<file path="config.mk">
export PLATFORM = sky130hd
export DESIGN_NAME = io_stream_bridge_flat
export DESIGN_NICKNAME = d
export VERILOG_FILES = /design/src/rtl/io_stream_bridge_if.sv /design/src/rtl/io_stream_bridge.sv /design/src/flat_wrapper.sv
export SDC_FILE = /design/constraint.sdc
export NUM_CORES = 1
export LEC_CHECK = 0
export BUFFER_PORTS_ARGS = -buffer_cell sky130_fd_sc_hd__buf_4
export CELL_PAD_IN_SITES_DETAIL_PLACEMENT = 1
export CELL_PAD_IN_SITES_GLOBAL_PLACEMENT = 2
export CORE_MARGIN = 8
export CORE_UTILIZATION = 49
export CTS_CLUSTER_DIAMETER = 40
export DETAILED_ROUTE_END_ITERATION = 8
export GPL_ROUTABILITY_DRIVEN = 0
export PLACE_DENSITY_LB_ADDON = 0.1
export SETUP_SLACK_MARGIN = 0.3
export SLEW_MARGIN = 10
export SYNTH_ARGS = -nofsm -noshare
export SYNTH_HDL_FRONTEND = slang
export SYNTH_SLANG_ARGS = --single-unit
</file>
<file path="constraint.sdc">
create_clock -name clk -period 5 [get_ports clk]
set_input_delay 0.25 -clock clk [delete_from_list [all_inputs] [get_ports clk]]
set_output_delay 0.25 -clock clk [all_outputs]
set_load 0.05 [all_outputs]
</file>
<file path="src/rtl/io_stream_bridge_if.sv">
// Core- and UART-facing signal bundle of io_stream_bridge.
// The bridge takes the slave view; the core/UART side (or a bench) takes the master view.
interface io_stream_bridge_if;
  logic        out_issued;
  logic [31:0] out_data;
  logic        out_stall;
  logic        in_issued;
  logic        in_stall;
  logic [31:0] in_data;
  logic [31:0] status;
  logic [7:0]  led;
  logic [7:0]  tx_data;
  logic        tx_valid;
  logic        tx_ready;
  logic [7:0]  rx_data;
  logic        rx_valid;
  logic        rx_overflow;

  modport slave (
    input  out_issued, out_data, in_issued, status, tx_ready, rx_data, rx_valid,
    output out_stall, in_stall, in_data, led, tx_data, tx_valid, rx_overflow
  );

  modport master (
    output out_issued, out_data, in_issued, status, tx_ready, rx_data, rx_valid,
    input  out_stall, in_stall, in_data, led, tx_data, tx_valid, rx_overflow
  );
endinterface

</file>
<file path="src/rtl/io_stream_bridge.sv">
// Core I/O bridge: TX word FIFO + LSB-first byte serializer, RX byte assembler + word FIFO,
// and a registered LED copy of the core status word.
module io_stream_bridge #(
  parameter int unsigned TX_DEPTH_LOG2 = 4,
  parameter int unsigned RX_DEPTH_LOG2 = 4
) (
  input logic                clk,
  input logic                rst,
  io_stream_bridge_if.slave  bus
);

  localparam logic [0:0] ST_IDLE = 1'b0;
  localparam logic [0:0] ST_SEND = 1'b1;

  localparam logic [TX_DEPTH_LOG2:0] TX_FULL = {1'b1, {TX_DEPTH_LOG2{1'b0}}};
  localparam logic [RX_DEPTH_LOG2:0] RX_FULL = {1'b1, {RX_DEPTH_LOG2{1'b0}}};

  // TX side
  logic [31:0]              tx_mem [2**TX_DEPTH_LOG2];
  logic [TX_DEPTH_LOG2-1:0] tx_wr_ptr, tx_rd_ptr;
  logic [TX_DEPTH_LOG2:0]   tx_count;
  logic                     tx_push, tx_pop, tx_empty, tx_hs;
  logic [0:0]               state;
  logic [31:0]              shift;
  logic [1:0]               byte_idx;

  assign bus.out_stall = (tx_count == TX_FULL);
  assign tx_empty      = (tx_count == '0);
  assign tx_push       = bus.out_issued && !bus.out_stall;
  assign bus.tx_valid  = (state == ST_SEND);
  assign bus.tx_data   = shift[7:0];
  assign tx_hs         = bus.tx_valid && bus.tx_ready;

  // Reload on the last byte's handshake keeps consecutive words gapless.
  always_comb begin
    tx_pop = 1'b0;
    case (state)
      ST_IDLE: tx_pop = !tx_empty;
      ST_SEND: tx_pop = tx_hs && (byte_idx == 2'd3) && !tx_empty;
      default: tx_pop = 1'b0;
    endcase
  end

  always_ff @(posedge clk) begin
    if (tx_push) tx_mem[tx_wr_ptr] <= bus.out_data;
  end

  always_ff @(posedge clk or posedge rst) begin
    if (rst) begin
      tx_wr_ptr <= '0;
      tx_rd_ptr <= '0;
      tx_count  <= '0;
    end else begin
      if (tx_push) tx_wr_ptr <= tx_wr_ptr + 1'b1;
      if (tx_pop)  tx_rd_ptr <= tx_rd_ptr + 1'b1;
      case ({tx_push, tx_pop})
        2'b10:   tx_count <= tx_count + 1'b1;
        2'b01:   tx_count <= tx_count - 1'b1;
        default: tx_count <= tx_count;
      endcase
    end
  end

  always_ff @(posedge clk or posedge rst) begin
    if (rst) begin
      state    <= ST_IDLE;
      shift    <= '0;
      byte_idx <= '0;
    end else begin
      case (state)
        ST_IDLE: begin
          if (tx_pop) begin
            shift    <= tx_mem[tx_rd_ptr];
            byte_idx <= '0;
            state    <= ST_SEND;
          end
        end
        ST_SEND: begin
          if (tx_hs) begin
            byte_idx <= byte_idx + 2'd1;
            if (tx_pop) begin
              shift <= tx_mem[tx_rd_ptr];
            end else begin
              shift <= shift >> 8;
              if (byte_idx == 2'd3) state <= ST_IDLE;
            end
          end
        end
        default: state <= ST_IDLE;
      endcase
    end
  end

  // RX side
  logic [31:0]              rx_mem [2**RX_DEPTH_LOG2];
  logic [RX_DEPTH_LOG2-1:0] rx_wr_ptr, rx_rd_ptr;
  logic [RX_DEPTH_LOG2:0]   rx_count;
  logic [1:0]               rx_idx;
  logic [23:0]              rx_acc;
  logic                     rx_word_done, rx_full, rx_push, rx_pop, rx_empty;

  assign rx_empty     = (rx_count == '0);
  assign rx_full      = (rx_count == RX_FULL);
  assign rx_word_done = bus.rx_valid && (rx_idx == 2'd3);
  assign rx_push      = rx_word_done && !rx_full;
  assign bus.in_stall = bus.in_issued && rx_empty;
  assign rx_pop       = bus.in_issued && !bus.in_stall;
  assign bus.in_data  = rx_empty ? '0 : rx_mem[rx_rd_ptr];

  always_ff @(posedge clk) begin
    if (rx_push) rx_mem[rx_wr_ptr] <= {bus.rx_data, rx_acc};
  end

  always_ff @(posedge clk or posedge rst) begin
    if (rst) begin
      rx_wr_ptr       <= '0;
      rx_rd_ptr       <= '0;
      rx_count        <= '0;
      rx_idx          <= '0;
      rx_acc          <= '0;
      bus.rx_overflow <= 1'b0;
      bus.led         <= '0;
    end else begin
      bus.led <= bus.status[7:0];
      if (bus.rx_valid) begin
        rx_idx <= rx_idx + 2'd1;
        case (rx_idx)
          2'd0:    rx_acc[7:0]   <= bus.rx_data;
          2'd1:    rx_acc[15:8]  <= bus.rx_data;
          2'd2:    rx_acc[23:16] <= bus.rx_data;
          default: rx_acc        <= rx_acc;
        endcase
      end
      if (rx_word_done && rx_full) bus.rx_overflow <= 1'b1;
      if (rx_push) rx_wr_ptr <= rx_wr_ptr + 1'b1;
      if (rx_pop)  rx_rd_ptr <= rx_rd_ptr + 1'b1;
      case ({rx_push, rx_pop})
        2'b10:   rx_count <= rx_count + 1'b1;
        2'b01:   rx_count <= rx_count - 1'b1;
        default: rx_count <= rx_count;
      endcase
    end
  end

  logic unused_status;
  assign unused_status = &{1'b0, bus.status[31:8]};

endmodule

</file>
<file path="src/flat_wrapper.sv">
// flat-port wrapper written by rule: the top's interface ports become plain ports
module io_stream_bridge_flat 
#(
  parameter int unsigned TX_DEPTH_LOG2 = 4,
  parameter int unsigned RX_DEPTH_LOG2 = 4
)
  (clk, rst, bus_out_issued, bus_out_data, bus_in_issued, bus_status, bus_tx_ready, bus_rx_data, bus_rx_valid, bus_out_stall, bus_in_stall, bus_in_data, bus_led, bus_tx_data, bus_tx_valid, bus_rx_overflow);
  io_stream_bridge_if bus_i ();
  input logic clk;
  input logic rst;
  input wire logic [$bits(bus_i.out_issued)-1:0] bus_out_issued;
  input wire logic [$bits(bus_i.out_data)-1:0] bus_out_data;
  input wire logic [$bits(bus_i.in_issued)-1:0] bus_in_issued;
  input wire logic [$bits(bus_i.status)-1:0] bus_status;
  input wire logic [$bits(bus_i.tx_ready)-1:0] bus_tx_ready;
  input wire logic [$bits(bus_i.rx_data)-1:0] bus_rx_data;
  input wire logic [$bits(bus_i.rx_valid)-1:0] bus_rx_valid;
  output wire logic [$bits(bus_i.out_stall)-1:0] bus_out_stall;
  output wire logic [$bits(bus_i.in_stall)-1:0] bus_in_stall;
  output wire logic [$bits(bus_i.in_data)-1:0] bus_in_data;
  output wire logic [$bits(bus_i.led)-1:0] bus_led;
  output wire logic [$bits(bus_i.tx_data)-1:0] bus_tx_data;
  output wire logic [$bits(bus_i.tx_valid)-1:0] bus_tx_valid;
  output wire logic [$bits(bus_i.rx_overflow)-1:0] bus_rx_overflow;
  assign bus_i.out_issued = bus_out_issued;
  assign bus_i.out_data = bus_out_data;
  assign bus_i.in_issued = bus_in_issued;
  assign bus_i.status = bus_status;
  assign bus_i.tx_ready = bus_tx_ready;
  assign bus_i.rx_data = bus_rx_data;
  assign bus_i.rx_valid = bus_rx_valid;
  assign bus_out_stall = bus_i.out_stall;
  assign bus_in_stall = bus_i.in_stall;
  assign bus_in_data = bus_i.in_data;
  assign bus_led = bus_i.led;
  assign bus_tx_data = bus_i.tx_data;
  assign bus_tx_valid = bus_i.tx_valid;
  assign bus_rx_overflow = bus_i.rx_overflow;
  io_stream_bridge #(.TX_DEPTH_LOG2(TX_DEPTH_LOG2), .RX_DEPTH_LOG2(RX_DEPTH_LOG2)) u_core (.clk(clk), .rst(rst), .bus(bus_i));
endmodule
</file>
# After elaboration in Yosys (flattened, before gate mapping)

Memory sizes are Yosys's and may differ from the RTL's.
Index checks and enable logic that the tools add are counted.

Register bits after elaboration: 96
Bits in writable memories: 1024
Bits of input ports: 78
Output and inout port bits: 52
Logic and storage cells: 82
Memories: 2

Memory list:

| memory        | depth | bits a word | read ports | clocked after Yosys merged registers in | wr ports | RTL line               | text |
|---|---|---|---|---|---|---|---|
| u_core.rx_mem | 16    | 32          | 1          | 0                                       | 1        | io_stream_bridge.sv:95 | `logic [31:0] rx_mem [2**RX_DEPTH_LOG2];` |
| u_core.tx_mem | 16    | 32          | 1          | 0                                       | 1        | io_stream_bridge.sv:19 | `logic [31:0] tx_mem [2**TX_DEPTH_LOG2];` |

Add/sub/neg operators: 10
Equal/unequal tests: 12
Multiplexer cells: 20
Bitwise operators: 1
Reduce and logical (&&, ||, !) cells: 22

Operator list:

| kind                | number |
|---|---|
| $mux 32             | 4 |
| $pmux 32 s2         | 1 |
| $pmux 5 s2          | 2 |
| $add 4x1->4 const B | 4 |
| $add 5x1->5 const B | 2 |
| $eq 2x2->1 const B  | 5 |
| $eq 5x5->1 const B  | 2 |
| $logic_not 5->1     | 2 |
| $sub 5x1->5 const B | 2 |
| $logic_and 1x1->1   | 9 |
| $mux 1              | 8 |
| $reduce_and 2->1    | 4 |
| $eq 2x1->1 const B  | 3 |
| $add 2x1->2 const B | 2 |
| $logic_not 1->1     | 4 |
| $mux 2              | 2 |
| $ne 2x1->1 const B  | 2 |
| $pmux 1 s2          | 2 |
| $pmux 2 s2          | 1 |
| $reduce_bool 2->1   | 2 |
| $logic_not 2->1     | 1 |
| $not 1->1           | 1 |

# Depth between registers and ports, before layout

Depth after elaboration: 7
Depth in mapped cells: 15
Mapped depth without buffers: 12

# Worst setup path after synthesis

Ideal clock, no wire load.

Kind: register to register
Start: register u_core.tx_count[2]
End: memory u_core.tx_mem[3][0], enable pin
Library setup time: 461 ps
Arrival: 3494 ps
Required time: 4539 ps
Path slack: 1045 ps
Cell stages (with the launch flop): 8
Path buffers: 2
Clock period less this slack: 3955 ps
Cell sequence: dfrtp_1 clkbuf_1 nor4_1 nand2_1 and2_1 clkbuf_1 nand2_1 nor3_1

Cells in the longest elaborated chain, start to end: 5

RTL lines:

| what                         | RTL line               | text |
|---|---|---|
| start: declaration           | io_stream_bridge.sv:21 | `logic [TX_DEPTH_LOG2:0] tx_count;` |
| start signal: assignment     | io_stream_bridge.sv:57 | `2'b10: tx_count <= tx_count + 1'b1;` |
| start signal: assignment     | io_stream_bridge.sv:58 | `2'b01: tx_count <= tx_count - 1'b1;` |
| start signal: assignment     | io_stream_bridge.sv:59 | `default: tx_count <= tx_count;` |
| $eq 5x5->1                   | io_stream_bridge.sv:27 | `assign bus.out_stall = (tx_count == TX_FULL);` |
| $logic_not 1->1              | io_stream_bridge.sv:29 | `assign tx_push = bus.out_issued && !bus.out_stall;` |
| $logic_and 1x1->1            | io_stream_bridge.sv:29 |  |
| $mux 1                       | io_stream_bridge.sv:45 | `if (tx_push) tx_mem[tx_wr_ptr] <= bus.out_data;` |
| $mux 1 (implied by the code) | io_stream_bridge.sv:45 |  |
| end: declaration             | io_stream_bridge.sv:19 |  |

Every way passes these cells.

# Worst setup path after layout

Start: register u_core.rx_rd_ptr[1]
End: output bus_in_data[10]

Cells in the longest elaborated chain, start to end: 2

RTL lines:

| what                     | RTL line                | text |
|---|---|---|
| start: declaration       | io_stream_bridge.sv:96  | `logic [RX_DEPTH_LOG2-1:0] rx_wr_ptr, rx_rd_ptr;` |
| start signal: assignment | io_stream_bridge.sv:136 | `if (rx_pop) rx_rd_ptr <= rx_rd_ptr + 1'b1;` |
| $mem_v2 16x32            | n/a                     |  |
| $mux 32                  | io_stream_bridge.sv:108 | `assign bus.in_data = rx_empty ? '0 : rx_mem[rx_rd_ptr];` |
| end: declaration         | flat_wrapper.sv:20      | `output wire logic [$bits(bus_i.in_data)-1:0] bus_in_data;` |

Every way passes these cells.

==> impl_metrics.toml <==
[sta]
relSlewSlack = 0.269
worstMarginPinSlew_ns = 1.09
clock_skew_ns = 0.0290
finalSetupViolCount = 0
finalHoldViolCount = 0
fin_crit_ns = 3.84
fmax_mhz = 261
slew_viol_final = 0
rsz0062_at_grt = "false"
fin_tns_setup_ns = 0
period_share = 0.767

[floorplanning]
die-area_um2 = 98300
coreArea_um2 = 88100
dieWidth_um = 314
start_util = 0.493
ios = 130
chipHeight_um = 314
rows = 109

[yosys]
synthesis.area_um2 = 43400
synth-async-reset-ratio = 0.0857
ys.flop_type = "edfxtp_1"
seq_area_frac_synth = 0.764
syn_nets = 2107
synth_cell_types = 42
syn_inst = 2005
synth_edf_count = 1024
syn_area_per_cell_um2 = 21.6
ys_ff_latch = 1120
ys_warn_count = 0

[cts]
cts_num_sinks = 1120
ctsHoldBuffers = 52
cts_buffers = 146
cts_root_buf = "clkbuf_16"
clkTransAtPathRegs_ns = 0.05
cts_tree = "built"
post_cts_resized = 0
htreeDepth = 4
postCtsSetupRepairBufs = 0
insertion_delay_ns = 0.75
cts.path.max_buffers = 3

[global_route]
grt_overflow = 0
grt_pass1_vias = 22744
grt_usage = 0.213
grt_first_pass_wirelength_um = 153000
antenna_found_initial = 2
grt_max_degree = 75

[critical_path]
cp_top_family = "flip-flops"
cp_slowest_cell = "dfrtp_4"
cp_max_fo = 56
worstPathCellList = "buf_4 > mux4_2 > mux4_2 > nor2b_1 > buf_4"
endpoint_kind = "primary output"
critPathBufInv = 2
start_kind = "flop"
critPathRequiredTime_ns = 4.75
arrival_ns = 3.59
path_class = "flop to primary output"
slowest_delay_ns = 1.00

[placed_design]
dp_hpwl_um = 58700
dp_cells = 3229
io_buffers = 105

[route]
met2WireLength_um = 55100
route.vias.total = 20571
met1Wirelength_um = 41200
highest_layer = "met4"
wl_per_cell_um = 29.0
drt_iter0_drc = 1672
dr.pass1.iters = 7
vias_per_cell = 5.79
antenna_left = 0
drc = 0
wirelength_um = 103000
dr_wl_met3_um = 4210

[final_layout]
regArea_um2 = 33200
layout-drive-gt1-share = 0.346
n_fill_cell = 7353
multi_input_area_um2 = 9840
areaGrowthSynthToFinish_pct = 18.8
fin_cells = 3555
nNetsFinal = 2366
final_core_util = 0.585

[power]
power_density_nw_per_um2 = 623
irDropWorstVdd_mv = 0.503
p_leak_nw = 17.1

[job]
cap_violations = 0

[status]
outcome = "complete, no violations"

[hold_path]
hold_class = "input port to flop"
## sequential cells by signal, summed over array words and instances (netlist names)
signal                  flops
u_core.rx_idx               2
u_core.tx_mem             512
u_core.tx_wr_ptr            4
u_core.rx_acc              24
u_core.byte_idx             2
u_core.bus.tx_valid         1
u_core.rx_rd_ptr            4
u_core.tx_rd_ptr            4
u_core.rx_count             5
u_core.bus.rx_overflow      1
u_core.rx_wr_ptr            4
u_core.shift               32
u_core.rx_mem             512
u_core.tx_count             5
u_core.bus.led              8
## final cells by class
type | instances | share of cell area
tap | 1165 | 0.0283
clock buffer | 176 | 0.0757
inverter | 18 | 0.00136
multi-input combinational | 750 | 0.191
timing repair buffer | 228 | 0.0372
antenna | 1 | 0.0000485
clock inverter | 97 | 0.0233
sequential | 1120 | 0.643
## kinds of logic (layout without fill, tap and decap cells)
| kind of cell | count (synthesis) | count (layout) | share of synthesized area |
|---|---|---|---|
| AO/OA/AOI/OAI | 128 | 128 | 0.0175 |
| XOR/XNOR | 24 | 24 | 0.00484 |
| adder cells (fa/ha/maj) | 24 | 24 | 0.00709 |
| buffers and inverters | 135 | 519 | 0.0149 |
| flip-flops | 1120 | 1120 | 0.764 |
| multiplexers | 370 | 370 | 0.170 |
| other | 0 | 1 | 0 |
| AND/OR/NAND/NOR | 204 | 204 | 0.0217 |
## worst paths after layout
check / from / end / slack [ns] / cells past startpoint
worst max-delay path: u_core.rx_rd_ptr[1] / bus_in_data[10] / 1.16 / 5
max in group asynchronous: rst / u_core.rx_rd_ptr[1] / 3.42 / 4
worst min register to register: u_core.shift[20] / u_core.shift[20] / 0.49 / 2
worst max register to register: u_core.rx_idx[0] / u_core.rx_mem[8][7] / 1.74 / 6
min in group asynchronous: rst / u_core.bus.led[3] / 0.26 / 3
worst min-delay path: bus_out_issued / u_core.tx_wr_ptr[0] / 0.16 / 3
## synthesized netlist by cell type, types with 18 or more instances
| cell type | number | area, µm² |
|---|---|---|
| buf_4 | 24 | 180 |
| ha_1 | 23 | 288 |
| edfxtp_1 | 1024 | 30700 |
| a21oi_1 | 36 | 180 |
| nor2b_1 | 48 | 300 |
| o22ai_1 | 25 | 156 |
| inv_1 | 18 | 67.6 |
| o21ai_1 | 24 | 120 |
| mux2_2 | 74 | 833 |
| nand2_1 | 77 | 289 |
| nor2_1 | 52 | 195 |
| dfrtp_1 | 96 | 2400 |
| mux4_2 | 286 | 6440 |
| clkbuf_1 | 47 | 176 |
| buf_2 | 33 | 165 |
## tightest hold or removal path, cell delays in order
cell	delay, ns
buf_4	0.11
and2_1	0.29
xnor2_1	0.19
## metrics by stage
stage	setup slack, ns	hold WS (ns)	area (µm²)	total power [mW]
floorplan	1.04	0.281	43400	18.9
global placement	1.80	0.360	45900	21.5
CTS	1.11	0.106	51600	32.5
finish	1.16	0.155	51600	32.1
global route	1.04	0.135	51600	33.4
detailed placement	1.69	0.361	45900	21.7
## power breakdown
part	total (mW)	leakage, nW	switching (mW)	internal (mW)
logic	8.40	4.24	4.51	3.89
registers	12.9	10.4	1.31	11.6
clock network	10.8	2.45	4.10	6.66
## placed cells by master (no fill, tap or decap), types with 4 or more instances in the layout
cell type	synthesis	final
clkinv_4	0	11
a21oi_1	36	36
clkbuf_16	0	150
ha_1	23	23
clkinv_1	0	6
buf_12	0	6
inv_1	18	17
dlygate4sd3_1	0	52
nand4_1	4	4
nand2_1	77	76
clkinv_2	0	13
nor2_1	52	27
nor2b_1	48	47
edfxtp_1	1024	1024
a211oi_1	9	9
inv_8	0	5
dfrtp_1	96	89
inv_6	0	22
clkbuf_8	0	5
mux2i_1	8	8
clkbuf_1	47	21
buf_4	24	170
nand2b_1	7	6
o21ai_0	13	13
o21ai_1	24	23
o22ai_1	25	25
mux2_2	74	74
bufinv_16	0	19
dfrtp_4	0	5
xor2_1	11	11
a22o_1	8	8
xnor2_1	13	13
mux4_2	286	286
nor3_2	0	8
clkinvlp_4	0	17
nor2_4	0	24
## per-layer routing
metal | global-route usage | vias up
met5 | 0 | -
met4 | 0.0659 | 0
met3 | 0.0391 | 150
met2 | 0.378 | 484
met1 | 0.265 | 11130
li1 | - | 8807
No activity file was read; power rests on OpenSTA's default activity.
